`src/rtl/seq_pkg.sv`:
```
// Shared definitions for the sequential library: FSM state encoding and a counter width helper.
package seq_pkg;

    typedef enum logic {
        ST_IDLE  = 1'b0,
        ST_SHIFT = 1'b1
    } state_t;

    // Counter width for a range of n values, never less than one bit.
    function automatic int unsigned CLOG2(input int unsigned n);
        return (n <= 2) ? 1 : $clog2(n);
    endfunction

endpackage

```
`src/rtl/piso_serializer_bit_counter.sv`:
```
// Loadable down-counter with enable and a combinational zero flag.
module bit_counter #(
    parameter int unsigned W = 2
) (
    input  logic         clk,
    input  logic         rst_n,
    input  logic         i_load,
    input  logic [W-1:0] i_load_val,
    input  logic         i_en,
    output logic         o_zero_c
);

    logic [W-1:0] r_cnt;

    always_ff @(posedge clk or negedge rst_n) begin
        if (!rst_n) begin
            r_cnt <= '0;
        end else if (i_load) begin
            r_cnt <= i_load_val;
        end else if (i_en) begin
            r_cnt <= r_cnt - W'(1);
        end
    end

    assign o_zero_c = (r_cnt == '0);

endmodule

```
`src/rtl/piso_serializer.sv`:
```
// Parallel-in serial-out stage with valid/ready on the word side and ready-gated serial output.
module piso_serializer
    import seq_pkg::*;
#(
    parameter int unsigned N         = 4,
    parameter bit          MSB_FIRST = 1'b0
) (
    input  logic         clk,
    input  logic         rst,
    input  logic [N-1:0] in_data,
    input  logic         in_valid,
    output logic         in_ready,
    input  logic         ser_ready,
    output logic         ser_out,
    output logic         ser_valid,
    output logic         ser_last,
    output logic         busy
);

    localparam int unsigned CNT_W = CLOG2(N);

    state_t       r_state;
    state_t       w_state_nxt;
    logic [N-1:0] r_shreg;
    logic [N-1:0] w_shreg_nxt;
    logic         w_cnt_zero;
    logic         w_shift;
    logic         w_load;
    logic         w_adv;
    logic         w_fin;

    assign w_shift = (r_state == ST_SHIFT);
    assign w_adv   = w_shift && ser_ready && !w_cnt_zero;
    assign w_fin   = w_shift && ser_ready && w_cnt_zero;

    // Accept a new word when idle or as the final bit is taken (zero-bubble reload).
    assign in_ready = rst && (!w_shift || w_fin);
    assign w_load   = in_valid && in_ready;

    bit_counter #(
        .W (CNT_W)
    ) u_bit_counter (
        .clk        (clk),
        .rst_n      (rst),
        .i_load     (w_load),
        .i_load_val (CNT_W'(N - 1)),
        .i_en       (w_adv),
        .o_zero_c   (w_cnt_zero)
    );

    always_ff @(posedge clk or negedge rst) begin
        if (!rst) begin
            r_state <= ST_IDLE;
            r_shreg <= '0;
        end else begin
            r_state <= w_state_nxt;
            r_shreg <= w_shreg_nxt;
        end
    end

    // Load has priority over finishing so back-to-back words stay in SHIFT.
    always_comb begin
        w_state_nxt = r_state;
        w_shreg_nxt = r_shreg;
        if (w_load) begin
            w_state_nxt = ST_SHIFT;
            w_shreg_nxt = in_data;
        end else if (w_adv) begin
            w_shreg_nxt = MSB_FIRST ? (r_shreg << 1) : (r_shreg >> 1);
        end else if (w_fin) begin
            w_state_nxt = ST_IDLE;
            w_shreg_nxt = '0;
        end
    end

    assign ser_valid = w_shift;
    assign busy      = w_shift;
    assign ser_last  = w_shift && w_cnt_zero;
    assign ser_out   = w_shift && (MSB_FIRST ? r_shreg[N-1] : r_shreg[0]);

endmodule

```
`config.mk`:
```
export PLATFORM = sky130hd
export DESIGN_NAME = piso_serializer
export DESIGN_NICKNAME = d
export VERILOG_FILES = /design/src/rtl/seq_pkg.sv /design/src/rtl/piso_serializer_bit_counter.sv /design/src/rtl/piso_serializer.sv
export SDC_FILE = /design/constraint.sdc
export NUM_CORES = 1
export LEC_CHECK = 0
export CAP_MARGIN = 40
export CORE_AREA = 5 5 42 44
export DETAILED_ROUTE_END_ITERATION = 10
export DIE_AREA = 0 0 47 49
export PLACE_DENSITY = 0.6
export SYNTH_ARGS = -nofsm -noshare
export SYNTH_HDL_FRONTEND = slang
export SYNTH_SLANG_ARGS = --single-unit
```
`constraint.sdc`:
```
create_clock -name clk -period 1.8 [get_ports clk]
set_input_delay 0.36 -clock clk [delete_from_list [all_inputs] [get_ports clk]]
set_output_delay 0.36 -clock clk [all_outputs]
set_load 0.005 [all_outputs]
```
# Word-level counts from Yosys, hierarchy flattened
# Cells that the tools add are included.
# word_totals
ff_bits	7
input_bits	8
elab_cells	28
# classes
add_sub_neg	1
n_eq_ne	1
muxes	8
n_reduce_logical	15
# ops
cell	n
$mux 4	3
$logic_and 1x1->1	7
$mux 2	2
$reduce_bool 2->1	2
$mux 1	3
$reduce_bool 3->1	1
$logic_not 1->1	2
$logic_not 2->1	1
$ne 2x1->1 const B	1
$reduce_and 2->1	1
$sub 2x1->2 const B	1
$logic_or 1x1->1	1

# Depth between registers and ports, before layout
# logic_depth
word_depth	7
mapped_depth	6

# Cells and area by module
# Synthesis repeated with hierarchy kept, for this count alone.
# hier_totals
cells_unflattened	36
hier_area_um2	376.6
# modules_own_cells
mod	instances	cells_each	area_per_inst_um2	seq_area_each_um2
piso_serializer	1	24	260.2	125.1
bit_counter	1	12	116.4	50.0

# Least setup slack after synthesis
# OpenSTA, ideal clock, no wires.
# synth_path
kind	reg-to-reg
from	reg u_bit_counter.r_cnt[0]
to	reg r_shreg[0]
setup_time_ns	0.126
arrival_ns	1.243
path_slack_ns	0.431
path_stages_with_launch	7
period_less_slack_ns	1.369
cell_sequence	dfrtp_1 -> inv_1 -> ha_1 -> and3b_1 -> buf_6 -> and2_1 -> a221o_1
# synth_between
elab_chain_len	6
elab_cells_between_ends	10
classes_between	mux (2); reduce/logical (8)
# synth_rtl
item	line	rtl
start, declared	piso_serializer_bit_counter.sv:13	logic [W-1:0] r_cnt;
start signal, assigned	piso_serializer_bit_counter.sv:19	r_cnt <= i_load_val;
start signal, assigned	piso_serializer_bit_counter.sv:21	r_cnt <= r_cnt - W'(1);
$logic_not 2->1 *	piso_serializer_bit_counter.sv:25	assign o_zero_c = (r_cnt == '0);
$logic_and 1x1->1	piso_serializer.sv:34	assign w_fin = w_shift && ser_ready && w_cnt_zero;
$logic_or 1x1->1	piso_serializer.sv:37	assign in_ready = rst && (!w_shift || w_fin);
$logic_and 1x1->1	piso_serializer.sv:37	
$logic_and 1x1->1	piso_serializer.sv:38	assign w_load = in_valid && in_ready;
$reduce_bool 3->1 (no source line) / $mux 4 (equally long branches)	--	
end signal, assigned	piso_serializer.sv:57	r_shreg <= w_shreg_nxt;
end, declared	piso_serializer.sv:24	logic [N-1:0] r_shreg;
# Mark *: on every way between the ends. The rest lies on a longest branch, timed or not.
# A chain may end at the register's enable or synchronous reset.

# Worst setup path after layout
# layout_path
from	reg r_state (netlist: busy)
to	out ser_out
# layout_between
elab_chain_len	1
# layout_rtl
item	line	rtl
start, declared	piso_serializer.sv:22	state_t r_state;
start signal, assigned	piso_serializer.sv:56	r_state <= w_state_nxt;
$logic_and 1x1->1	piso_serializer.sv:79	assign ser_out = w_shift && (MSB_FIRST ? r_shreg[N-1] : r_shreg[0]);
end, declared	piso_serializer.sv:14	output logic ser_out,
# Every way passes these cells.

==> flow_results.org <==
** Timing
- Setup violations remaining at the end of the flow were counted as 0.
- RSZ-0062 raised after global routing :: no
- Final critical delay including setup and external delays :: 1.730 ns
- Post-route clock skew :: 0.002869 ns
- In the finished design, the share of the clock period the worst path needs comes to 96.08%.
- Maximum frequency from static timing analysis :: 578.2 MHz
- Slew @ Worst Pin :: 0.2882 ns
- Endpoints failing hold :: 0
- In this run the tightest slew margin relative to its limit is 80.71%.
- Adding up every negative setup slack in the final design gives 0 ns.
- On the final layout, the worst hold slack is 0.4097 ns.
- Final Slew Violations :: 0

** Yosys
- Post-synthesis cell type count :: 19
- After synthesis, the share of flip-flops with an asynchronous set or reset is 100.0%.
- Ranked by instance count, the synthesized netlist is headed by sky130_fd_sc_hd__dfrtp_1, sky130_fd_sc_hd__a221o_1, sky130_fd_sc_hd__and2_1, sky130_fd_sc_hd__and2_2, sky130_fd_sc_hd__nor2_1.
- sky130_fd_sc_hd__dfrtp_1 is the most common cell in the netlist.
- In the post-synthesis netlist, the biggest area contributors are sky130_fd_sc_hd__dfrtp_1, sky130_fd_sc_hd__a221o_1, sky130_fd_sc_hd__and2_2.
- Count of state elements after synthesis :: 7
- Synth Net Count :: 44
- Avg Synthesized Cell Area :: 10.55 um2
- Count of flip-flops with a built-in enable after synthesis :: 0
- YS warnings :: 0
- Fraction of the yosys area taken by sequential cells :: 47.46%
- Ys flop type :: sky130_fd_sc_hd__dfrtp_1
- In this run the cell area of the synthesized design comes to 369.1 um2.
- After technology mapping, the gate count stands at 35.
- Summed over all instances, the cell type with the most area after synthesis is sky130_fd_sc_hd__dfrtp_1.
- Area share of the leading cell type in the synthesized netlist :: 47.46%

** Power
- In this run the power density over the cells is 1342 nW/um2.
- P_leak :: 0.2826 nW
- IR Drop Worst-Case VDD :: 0.0005287 V

** Setup path
- The largest individual stage delay along the critical path comes from the cell sky130_fd_sc_hd__clkdlybuf4s50_1.
- Critical path peak fanout :: 7
- The critical path starts at busy$_DFFE_PN0P_.
- Critical Setup Path Class :: reg2out
- Signal arrival time at the worst endpoint :: 1.37 ns
- STA classifies the critical path startpoint as a register.
- In this design, the stage delay of the slowest critical-path cell is 0.44 ns.
- The startpoint identified for the worst register-to-register timing path is u_bit_counter.r_cnt[1]$_DFFE_PN0P_.
- Traced cell by cell, the critical path runs through buf_4 -> and2_2 -> clkdlybuf4s50_1.
- Endpoint class of the critical path :: primary output
- Slack of the worst reg-to-reg path :: 0.28 ns
- For the worst setup path, the data required time is 1.44 ns.

** Die
- Total core area :: 1401 um2
- Starting Density :: 26.34%
- The floorplan step set the die width to 47 um.
- Die Span Y :: 49 um
- Number of ports placed on the die boundary :: 13
- Row generation in the floorplan step produced 14 rows.
- Die footprint :: 2303 um2

** Clock tree
- In this run the clock root is driven by a sky130_fd_sc_hd__clkbuf_4.
- Clock-pin slew on the worst setup and hold paths :: 0.06 ns
- Clock tree from TritonCTS :: done
- H-tree levels :: 1
- Clock latency of the later-clocked register in the worst-skew pair :: 0.25 ns
- Clock tree synthesis found a total of 7 sinks.
- Counting along the longest clock path gives a buffer depth of 2.
- TritonCTS buffer count :: 3

** Placement
- Port buffering added 12 buffers.
- Instance area after placement :: 535.5 um2
- Detailed placement ended at an HPWL of 614.6 um.
- Routability-driven placement congestion ratio :: 0.7303
- Cell count after placement :: 67

** Cells and area
- Cells fill 40.80% of the core in the end.
- In the final layout, the share of cells above drive strength 1 is 30.36%.
- Final Instance Count excl. Fillers :: 72
- Count of antenna diodes in the layout :: 0
- Layout area overhead :: 54.92%
- The final layout contains 66 nets.
- After routing the design area is 571.8 um2.

** Route
- WL/cell :: 11.28 um
- The detail route stage leaves a number of antenna-violating nets equal to 0.
- Summing over every cut layer, the via total after detailed routing is 326.
- Summed over all layers, the routed wires come to 812 um.
- Routed vias/inst :: 4.528
- In the routed design, unresolved DRC markers number 0.
- The first routing iteration left 3 violations.
- Detailed Routing Iterations Pass 1 :: 4

** Hold path
- Worst Hold Class :: in2async

** Status
- The flow ran to the end, and the final reports show no timing, DRC or antenna violations.

** GRT
- Global routing consumed, on the met3 layer, 2.214% of the routing resources.
- Global routing used 8.551% of the available tracks across all layers.
- Via count of the first global-routing pass :: 349
- The initial antenna violation count was 0.
- Remaining global-route overflow :: 0
- Entering global routing, the biggest net connects 9 pins.
- Most crowded layer after global routing :: met2
- Global routing used 11.56% of the available met1 tracks.
- Fraction of met2 tracks used by global routing :: 12.22%
- Wire length of the first global-routing pass :: 1442 um

** Job
- Maxcap violations :: 0
## flip-flops by register name, indices dropped and copies added, names as in the netlist
name / cells
r_shreg: 4
u_bit_counter.r_cnt: 2
busy: 1
## cell type report
type | count | area (um2)
Sequential cell | 7 | 175.2
Timing Repair Buffer | 19 | 168.9
Fill cell | 159 | 829.5
Tap cell | 16 | 20.02
Multi-Input combinational cell | 24 | 173.9
Inverter | 2 | 7.507
Clock buffer | 4 | 26.28
## layer usage
layer	up-vias	wire (um)
li1	163	-
met1	147	379
met2	14	364
met3	2	60
met4	0	8
met5	-	0
## cell usage in the layout, fill, tap and decap left out, drive strengths merged
cell,instances
dlymetal6s2s,1
a221o,3
buf,7
and2,6
ha,1
nand2,2
nor2,3
or2,1
and2b,1
o21a,1
inv,2
a22oi,1
clkdlybuf4s50,9
a21oi,1
a22o,1
clkbuf,5
dfrtp,7
dlygate4sd2,1
and3b,1
a21boi,1
nand2b,1
## power by group
| part | total [W] | internal [W] | switching (W) | leakage (nW) |
|---|---|---|---|---|
| registers | 0.000250 | 0.000221 | 0.0000289 | 0.0856 |
| logic | 0.000373 | 0.000231 | 0.000142 | 0.182 |
| clock network | 0.000144 | 0.0000847 | 0.0000595 | 0.0150 |
## stage by stage
| step | setup WS (ns) | total power (W) |
|---|---|---|
| floorplan | 0.4310 | 0.0004564 |
| global placement | -0.2663 | 0.0006024 |
| detailed placement | -0.3019 | 0.0006143 |
| CTS | 0.04058 | 0.0007789 |
| global route | 0.02403 | 0.0008309 |
| finish | 0.07049 | 0.0007672 |
## timing repair
| item | in CTS | in global routing |
|---|---|---|
| pin swaps | 2 | 1 |
| hold buffers | 0 | 0 |
| setup endpoints to repair | 2 | 1 |
| resized for setup | 5 | 2 |
| setup buffers | 1 | 0 |
## worst max-delay path, delay by kind of cell (launching register included)
kind	cells	cell delay [ns]
buffers and inverters	2	0.59
and+or+nand+nor	1	0.16
DFF	1	0.37
## final timing paths
| kind | to | cells past startpoint |
|---|---|---|
| worst min register to register | r_shreg[3]$_DFFE_PN0P_ | 1 |
| worst min-delay path | busy$_DFFE_PN0P_ | 2 |
| max in group asynchronous | r_shreg[2]$_DFFE_PN0P_ | 2 |
| min in group clk | r_shreg[3]$_DFFE_PN0P_ | 1 |
| worst max-delay path | ser_out | 3 |
| worst max register to register | r_shreg[1]$_DFFE_PN0P_ | 6 |
## cells by family after synthesis
| family | share of synthesized area (%) |
|---|---|
| flops | 47.46 |
| compound gates | 17.97 |
| buf+inv | 7.120 |
| fa+ha+maj | 3.389 |
| simple gates | 24.07 |
(Power assumes the default switching activity.)
